<file path="config.mk">
export PLATFORM = sky130hd
export DESIGN_NAME = multi_sel_rx
export DESIGN_NICKNAME = d
export VERILOG_FILES = /design/src/rtl/multi_sel_rx.sv
export SDC_FILE = /design/constraint.sdc
export NUM_CORES = 1
export LEC_CHECK = 0
export CORE_ASPECT_RATIO = 2
export CORE_UTILIZATION = 50
export DETAILED_ROUTE_END_ITERATION = 10
export GPL_TIMING_DRIVEN = 0
export PLACE_DENSITY_LB_ADDON = 0.2
export SETUP_SLACK_MARGIN = 0.02
export SLEW_MARGIN = 20
export SYNTH_ARGS = -nofsm -noshare
export SYNTH_HDL_FRONTEND = slang
export SYNTH_SLANG_ARGS = --single-unit
</file>
<file path="constraint.sdc">
create_clock -name clk -period 4.8 [get_ports clk]
set_clock_uncertainty 0.2 [all_clocks]
set_input_delay 0.96 -clock clk [delete_from_list [all_inputs] [get_ports clk]]
set_output_delay 0.96 -clock clk [all_outputs]
set_load 0.005 [all_outputs]
</file>
<file path="src/rtl/multi_sel_rx.sv">
// rtl/multi_sel_rx.sv - receive checker/decoder for the {d, 3d, 7d, 8d} multiply stream
module multi_sel_rx #(
    parameter int DW    = 8,
    parameter int ERR_W = 8
) (
    input  logic             clk,
    input  logic             rst,
    input  logic             in_grant,
    input  logic [DW+2:0]    in_data,
    input  logic             clr_err,
    output logic [DW-1:0]    data_out,
    output logic             data_vld,
    output logic             err,
    output logic             locked,
    output logic [ERR_W-1:0] err_cnt
);

    typedef enum logic [2:0] {
        HUNT,
        P1,
        P2,
        P3,
        P0
    } state_t;

    state_t        state;
    logic [DW-1:0] d_cap;
    logic          bad;

    logic [DW+2:0] d_ext;
    logic [DW+2:0] exp1;
    logic [DW+2:0] exp2;
    logic [DW+2:0] exp3;
    logic [DW+2:0] exp_cur;
    logic          word_ok;
    logic          err_next;

    // 3*d and 7*d built from shifts and adds; DW+3 bits hold 8*d without overflow
    assign d_ext = {3'b000, d_cap};
    assign exp1  = d_ext + (d_ext << 1);
    assign exp2  = exp1 + (d_ext << 2);
    assign exp3  = d_ext << 3;

    always_comb begin
        exp_cur = exp1;
        case (state)
            P2:      exp_cur = exp2;
            P3:      exp_cur = exp3;
            default: exp_cur = exp1;
        endcase
    end

    assign word_ok = (in_data == exp_cur);

    // An early grant and a mismatch on the same word still make a single pulse
    always_comb begin
        err_next = 1'b0;
        case (state)
            P1, P2, P3: err_next = in_grant | ~word_ok;
            P0:         err_next = ~in_grant;
            default:    err_next = 1'b0;
        endcase
    end

    always_ff @(posedge clk or negedge rst) begin
        if (!rst) begin
            state    <= HUNT;
            d_cap    <= '0;
            bad      <= 1'b0;
            data_out <= '0;
            data_vld <= 1'b0;
            err      <= 1'b0;
            locked   <= 1'b0;
            err_cnt  <= '0;
        end else begin
            data_vld <= 1'b0;
            err      <= err_next;

            if (clr_err)
                err_cnt <= '0;
            else if (err_next && (err_cnt != '1))
                err_cnt <= err_cnt + 1'b1;

            case (state)
                HUNT: begin
                    if (in_grant) begin
                        d_cap <= in_data[DW-1:0];
                        bad   <= |in_data[DW+2:DW];
                        state <= P1;
                    end
                end
                P0: begin
                    if (in_grant) begin
                        d_cap <= in_data[DW-1:0];
                        bad   <= |in_data[DW+2:DW];
                        state <= P1;
                    end else begin
                        locked <= 1'b0;
                        state  <= HUNT;
                    end
                end
                P1, P2, P3: begin
                    if (in_grant) begin
                        d_cap  <= in_data[DW-1:0];
                        bad    <= |in_data[DW+2:DW];
                        locked <= 1'b0;
                        state  <= P1;
                    end else begin
                        if (!word_ok)
                            bad <= 1'b1;
                        case (state)
                            P1:      state <= P2;
                            P2:      state <= P3;
                            default: begin
                                state <= P0;
                                if (!bad && word_ok) begin
                                    data_out <= d_cap;
                                    data_vld <= 1'b1;
                                    locked   <= 1'b1;
                                end
                            end
                        endcase
                    end
                end
                default: state <= HUNT;
            endcase
        end
    end

endmodule
</file>
Word level (Yosys, flattened, before mapping)

Index checks and enable logic that the tools add are counted.

Bits in latches: 0
Register bits after elaboration: 31
Word-level logic and storage cells: 65
Memories: 0
RAM bits: 0
Output and inout port bits: 19
Memory bits (read-only): 0

Muxes and demuxes: 22
$add $sub $neg: 3
Bitwise operators: 4
Eq/ne operators: 12
Div/mod/pow operators: 0
Shift operators: 0
Multipliers: 0
Reduce and logical (&&, ||, !) cells: 16
Magnitude comparators: 0

Operators by type and width:

| cell                                                                  | count |
|---|---|
| 11-bit one-hot mux with 2 select lines                                | 1 |
| 8-bit two-way mux                                                     | 2 |
| 1-bit two-way mux                                                     | 12 |
| 10-bit by 10-bit adder with 11-bit output                             | 1 |
| 11-bit equality test                                                  | 1 |
| 8-bit by 9-bit adder with 10-bit output                               | 1 |
| 3-bit inequality test, second input constant                          | 3 |
| 3-bit one-hot mux with 3 select lines                                 | 1 |
| 8-bit by 1-bit adder with 8-bit output, second input constant         | 1 |
| 8-bit inequality test, second input constant                          | 1 |
| 4-bit AND reduction                                                   | 2 |
| 3-bit by 2-bit equality test with 1-bit output, second input constant | 2 |
| 3-bit two-way mux                                                     | 2 |
| 1-bit one-hot mux with 2 select lines                                 | 3 |
| 3-bit one-hot mux with 2 select lines                                 | 1 |
| 2-bit nonzero test                                                    | 3 |
| 3-bit OR reduction                                                    | 2 |
| 5-bit OR reduction                                                    | 1 |
| 2-bit inequality test, second input constant                          | 2 |
| 2-bit OR reduction                                                    | 2 |
| 3-bit by 1-bit equality test with 1-bit output, second input constant | 1 |
| 3-bit equality test, second input constant                            | 1 |
| 3-bit logical NOT                                                     | 1 |
| 1-bit NOT                                                             | 3 |
| 6 further kinds                                                       | 7 |

Depth between registers and ports, before layout

Word-level depth: 10
Depth in mapped cells: 18
Depth with buffers taken out: 18

Worst setup path after synthesis

OpenSTA, ideal clock, no wires.

Path type: flip-flop to flip-flop
Start: reg d_cap[1]
End: reg data_out[0]
Buffers on the path: 0
Cell stages (with the launch flop): 18
Slack: 0.452 ns
Arrival: 4.024 ns
Clock period less this slack: 4.348 ns
Path through: dfrtp_1 ha_1 inv_1 fa_1 nor2b_1 o221a_2 o21ai_0 nand2b_1 xnor2_1 ha_1 a21o_1 a21oi_1 xor2_1 a21o_1 o31ai_1 nand2_1 nor4_4 mux2_2

Cells in the longest elaborated chain, start to end: 6

RTL lines:

| item                                      | line | text |
|---|---|---|
| from (decl)                               | 27   | `logic [DW-1:0] d_cap;` |
| from (signal assigned)                    | 87   | `d_cap <= in_data[DW-1:0];` |
| from (signal assigned)                    | 94   | `d_cap <= in_data[DW-1:0];` |
| from (signal assigned)                    | 104  | `d_cap <= in_data[DW-1:0];` |
| 8-bit by 9-bit adder with 10-bit output   | 40   | `assign exp1 = d_ext + (d_ext << 1);` |
| 10-bit by 10-bit adder with 11-bit output | 41   | `assign exp2 = exp1 + (d_ext << 2);` |
| 11-bit one-hot mux with 2 select lines *  | 46   | `case (state)` |
| 11-bit equality test *                    | 53   | `assign word_ok = (in_data == exp_cur);` |
| 1-bit logical AND *                       | 116  | `if (!bad && word_ok) begin` |
| 4-bit AND reduction (no source line) *    | n/a  |  |
| to (signal assigned)                      | 117  | `data_out <= d_cap;` |
| to (decl)                                 | 11   | `output logic [DW-1:0] data_out,` |

Every way passes the cells marked *; elsewhere a longest branch is shown, timed or not.
A chain may end at the register's enable or synchronous reset.

Worst setup path in the final report

Start: reg d_cap[4]
End: reg err_cnt[4]

Cells in the longest elaborated chain, start to end: 9

RTL lines:

| item                                      | line | text |
|---|---|---|
| 8-bit by 9-bit adder with 10-bit output   | 40   |  |
| 10-bit by 10-bit adder with 11-bit output | 41   |  |
| 11-bit one-hot mux with 2 select lines *  | 46   |  |
| 11-bit equality test *                    | 53   |  |
| 1-bit NOT *                               | 59   | `P1, P2, P3: err_next = in_grant \| ~word_ok;` |
| 1-bit OR *                                | 59   |  |
| 1-bit one-hot mux with 2 select lines *   | 58   | `case (state)` |
| 1-bit logical AND *                       | 81   | `else if (err_next && (err_cnt != '1))` |
| 2-bit nonzero test (no source line) *     | n/a  |  |
| to (signal assigned)                      | 82   | `err_cnt <= err_cnt + 1'b1;` |
| to (decl)                                 | 15   | `output logic [ERR_W-1:0] err_cnt` |

Marks and branches as above.

==> results_dict.tcl <==
set metrics [dict create \
    crit_fanout 6 \
    drt_first_pass_iters 4 \
    maxSlewHeadroom_pct 53.81 \
    grt_pass1_wl_mm 11.31 \
    synth-main-ff-cell "dfrtp_1" \
    cts.root.buffer_cell "clkbuf_8" \
    path_class "reg2reg" \
    post_drt_wl_per_cell_microns 17.39 \
    power_density_nw_per_um2 378.2 \
    status "finished clean" \
    tns_ps 0 \
    setup_viol_count_final 0 \
    grtUsageTotal_pct 26.93 \
    placement_stage_worst_setup_slack_ps -188.5 \
    cts_num_sinks 31 \
    r2r_start "d_cap[4]" \
    power.static_leakage_nw 1.448 \
    final_common_cell "clkdlybuf4s50_1" \
    setup.worst_path.end_class "register" \
    required_time_at_the_worst_slack_endpoint_ps 4820 \
    synth_seq_area_share_pct 28.61 \
    clk_transition_reported_paths_ps 70 \
    ctsHoldBuffers 0 \
    final.period_utilization_pct 94.47 \
    die_area_sq_um 5739 \
    share_of_layout_cells_above_drive_strength_1_pct 17.25 \
    edff_count_synth 0 \
    global_route.overflow_total 0 \
    timing.reg2reg.worst_path_depth 16 \
    rr_endpoint "err_cnt[4]" \
    finalMaxSlewViolations 0 \
    cts_max_level 2 \
    critical_path_source "d_cap[4]" \
    floorplan.initialDensity_pct 52.29 \
    post-synth-top-area-fraction_pct 28.61 \
    post-route-drc-count 0 \
    hpwlAfterDp_mm 5.329 \
    power.ir.vdd_worst_uv 245.6 \
    yosys_warnings 0 \
    final.setup.worst_slack_ps 265.3 \
    hold_vio_cnt_final 0 \
    synth_area_per_cell_sq_um 9.254 \
    timing.critical_path.from_type "register" \
    synth.top_cells.by_area "dfrtp_1 29%, ha_1 8.3%, mux2_2 6.2%" \
    unique_cell_type_count_in_the_yosys_netlist 60 \
    placed_cells 382 \
    insertedDiodeCount 0 \
    detailedRoute.firstIterationViolations 45 \
    commonest_non_fill_non_tap_cells_in_the_layout "30 x clkdlybuf4s50_1, 29 x dfrtp_1, 19 x o21ai_0, 17 x ha_1, 16 x inv_1" \
    minimum_hold_slack_ps 307.3 \
    placeableCoreArea_sq_um 5185 \
    via_count_of_the_routed_design 2470 \
    floorplan.die.height_microns 106.1 \
    achievable_clock_frequency_mhz 220.5 \
    slowest_stage "or4_1" \
    route.final.wire_length_mm 6.956 \
    hp-class "reg2reg" \
    io_buffer_count 31 \
    grt_setup_unrepaired "no" \
    synthToLayoutAreaGrowth_pct 23.07 \
    floorplan.rows 37 \
    route.antenna.remaining_nets 0 \
    io_pins 34 \
    synth-seq-cells 31 \
    timing_worst_slew_pin_value_ps 692.9 \
    maximum_number_of_pins_on_one_net_before_global_route_repair 32 \
    gpl.final_weighted_congestion 0.9634 \
    grt_antenna_before_repair 0 \
    cell_chain_critical_path "ha_1, or2_2, o221a_4, o21ai_1, nand2b_1, xnor2_1, ha_1, a21o_1, a21oi_1, xor2_1, a21o_1, or4_1, nand4b_1, o211ai_1, or3_1, a21oi_1" \
    viasPerCell 6.175 \
    die_w_microns 54.07 \
    grt_pass1_vias 2436 \
    syn-instance-count 293 \
    final_net_count 376 \
    timing.max_cap.violations 0 \
    synth_nets 328 \
    yosys.area.top_type "dfrtp_1" \
    crit_path_max_incr_delay_ps 560 \
    setup.worst_path.end "err_cnt[4]" \
    worst_endpoint_data_arrival_time_ps 4550 \
    timing.final.crit_period_ps 4535 \
    synth_async_sr_flop_share_pct 100.0 \
    clk-insertion-delay-late_ps 300 \
    ctsLongestPathBuffers 2 \
    final_util_pct 64.36 \
    cts_inserted_buffers 5 \
    synth_area_sq_um 2711 \
    setup.reg_to_reg.worst_slack_ps 270 \
    cts_tree "done" \
    instances_no_fill 400 \
]
==> metal layers <==
| metal | routed length, microns | GRT usage, % | vias to the layer above |
|---|---|---|---|
| met5 | 0 | 0 | - |
| met4 | 255 | 14.47 | 0 |
| met3 | 167 | 3.863 | 14 |
| met2 | 3873 | 48.50 | 52 |
| met1 | 2659 | 27.75 | 1210 |
| li1 | - | - | 1194 |
==> sequential cells by signal, summed over array words and instances (netlist names) <==
| register | flops |
|---|---|
| err_cnt | 8 |
| d_cap | 8 |
| state | 3 |
| locked | 1 |
| data_vld | 1 |
| err | 1 |
| bad | 1 |
| data_out | 8 |
==> layout make-up <==
type / instances / area, sq um
fillers: 453 / 1848
multi-input cells: 231 / 1844
flip-flops and latches: 31 / 778.2
repair buffers: 42 / 391.6
clock buffers: 6 / 82.58
plain buffers: 14 / 72.57
well taps: 58 / 72.57
inverters: 16 / 60.06
clock inverters: 2 / 35.03
==> power breakdown <==
group	total (mW)	switching, mW	internal, mW
Combinational	0.676	0.370	0.306
Sequential	0.314	0.0328	0.281
Clock	0.272	0.105	0.168
Total	1.26	0.507	0.755
==> worst max-delay path: cells and delay by family (launching register included) <==
kind / cells / cell delay (ps)
DFF: 1 / 480
and+or+nand+nor: 5 / 1520
AOI/OAI and AO/OA: 7 / 1330
adders and majority gates: 2 / 680
xor gates and xnor gates: 2 / 260
==> worst min-delay path by stage <==
| stage | from | endpoint | slack (ps) | cells after the start |
|---|---|---|---|---|
| 2_1_floorplan | data_out[0] | data_out[0] | 310 | 1 |
| 3_3_place_gp | data_out[7] | data_out[7] | 290 | 1 |
| 3_5_place_dp | data_out[7] | data_out[7] | 300 | 1 |
| 4_1_cts | data_out[7] | data_out[7] | 310 | 1 |
| 5_1_grt | data_out[3] | data_out[3] | 330 | 1 |
| 6_report | data_out[7] | data_out[7] | 310 | 1 |
==> metrics by stage <==
| stage | instance area [sq um] | total power [mW] |
|---|---|---|
| after floorplan | 2711 | 0.8001 |
| after global placement | 3094 | 0.9413 |
| after detailed placement | 3089 | 0.9512 |
| after CTS | 3223 | 1.227 |
| after global routing | 3337 | 1.355 |
| final | 3337 | 1.262 |
==> repair_timing <==
item                                    in CTS  in global routing
gates resized for setup                      1                 12
buffers inserted                             2                  9
hold endpoints to repair                     0                  0
pin swaps                                    1                  7
endpoints found under the setup margin      10                 15
==> synthesized netlist by cell type, types with 3 or more instances <==
library cell and instances:
dfrtp_1 31, o21ai_0 20, ha_1 18, inv_1 16
mux2_2 15, xnor2_1 15, nand2_1 14, a21oi_1 12
nand3_1 10, nor2_1 10, or3_1 10, clkbuf_1 8
nand4_1 7, nor3_1 7, a21o_1 6, o211ai_1 6
xor2_1 6, a211oi_1 5, and3_1 5, o31ai_1 5
a211o_1 4, nand2b_1 3, nor2b_1 3, nor4_1 3
nor4b_1 3, o21a_1 3, or4_1 3
==> kinds of logic after synthesis <==
kind of cell	synth area share, %
AOI/OAI and AO/OA	20.91
xor gates and xnor gates	8.445
adders and majority gates	9.783
buffers and inverters	5.030
DFF	28.61
muxes	6.968
and+or+nand+nor	20.26
Note: power is estimated with default switching activity, not from simulation.
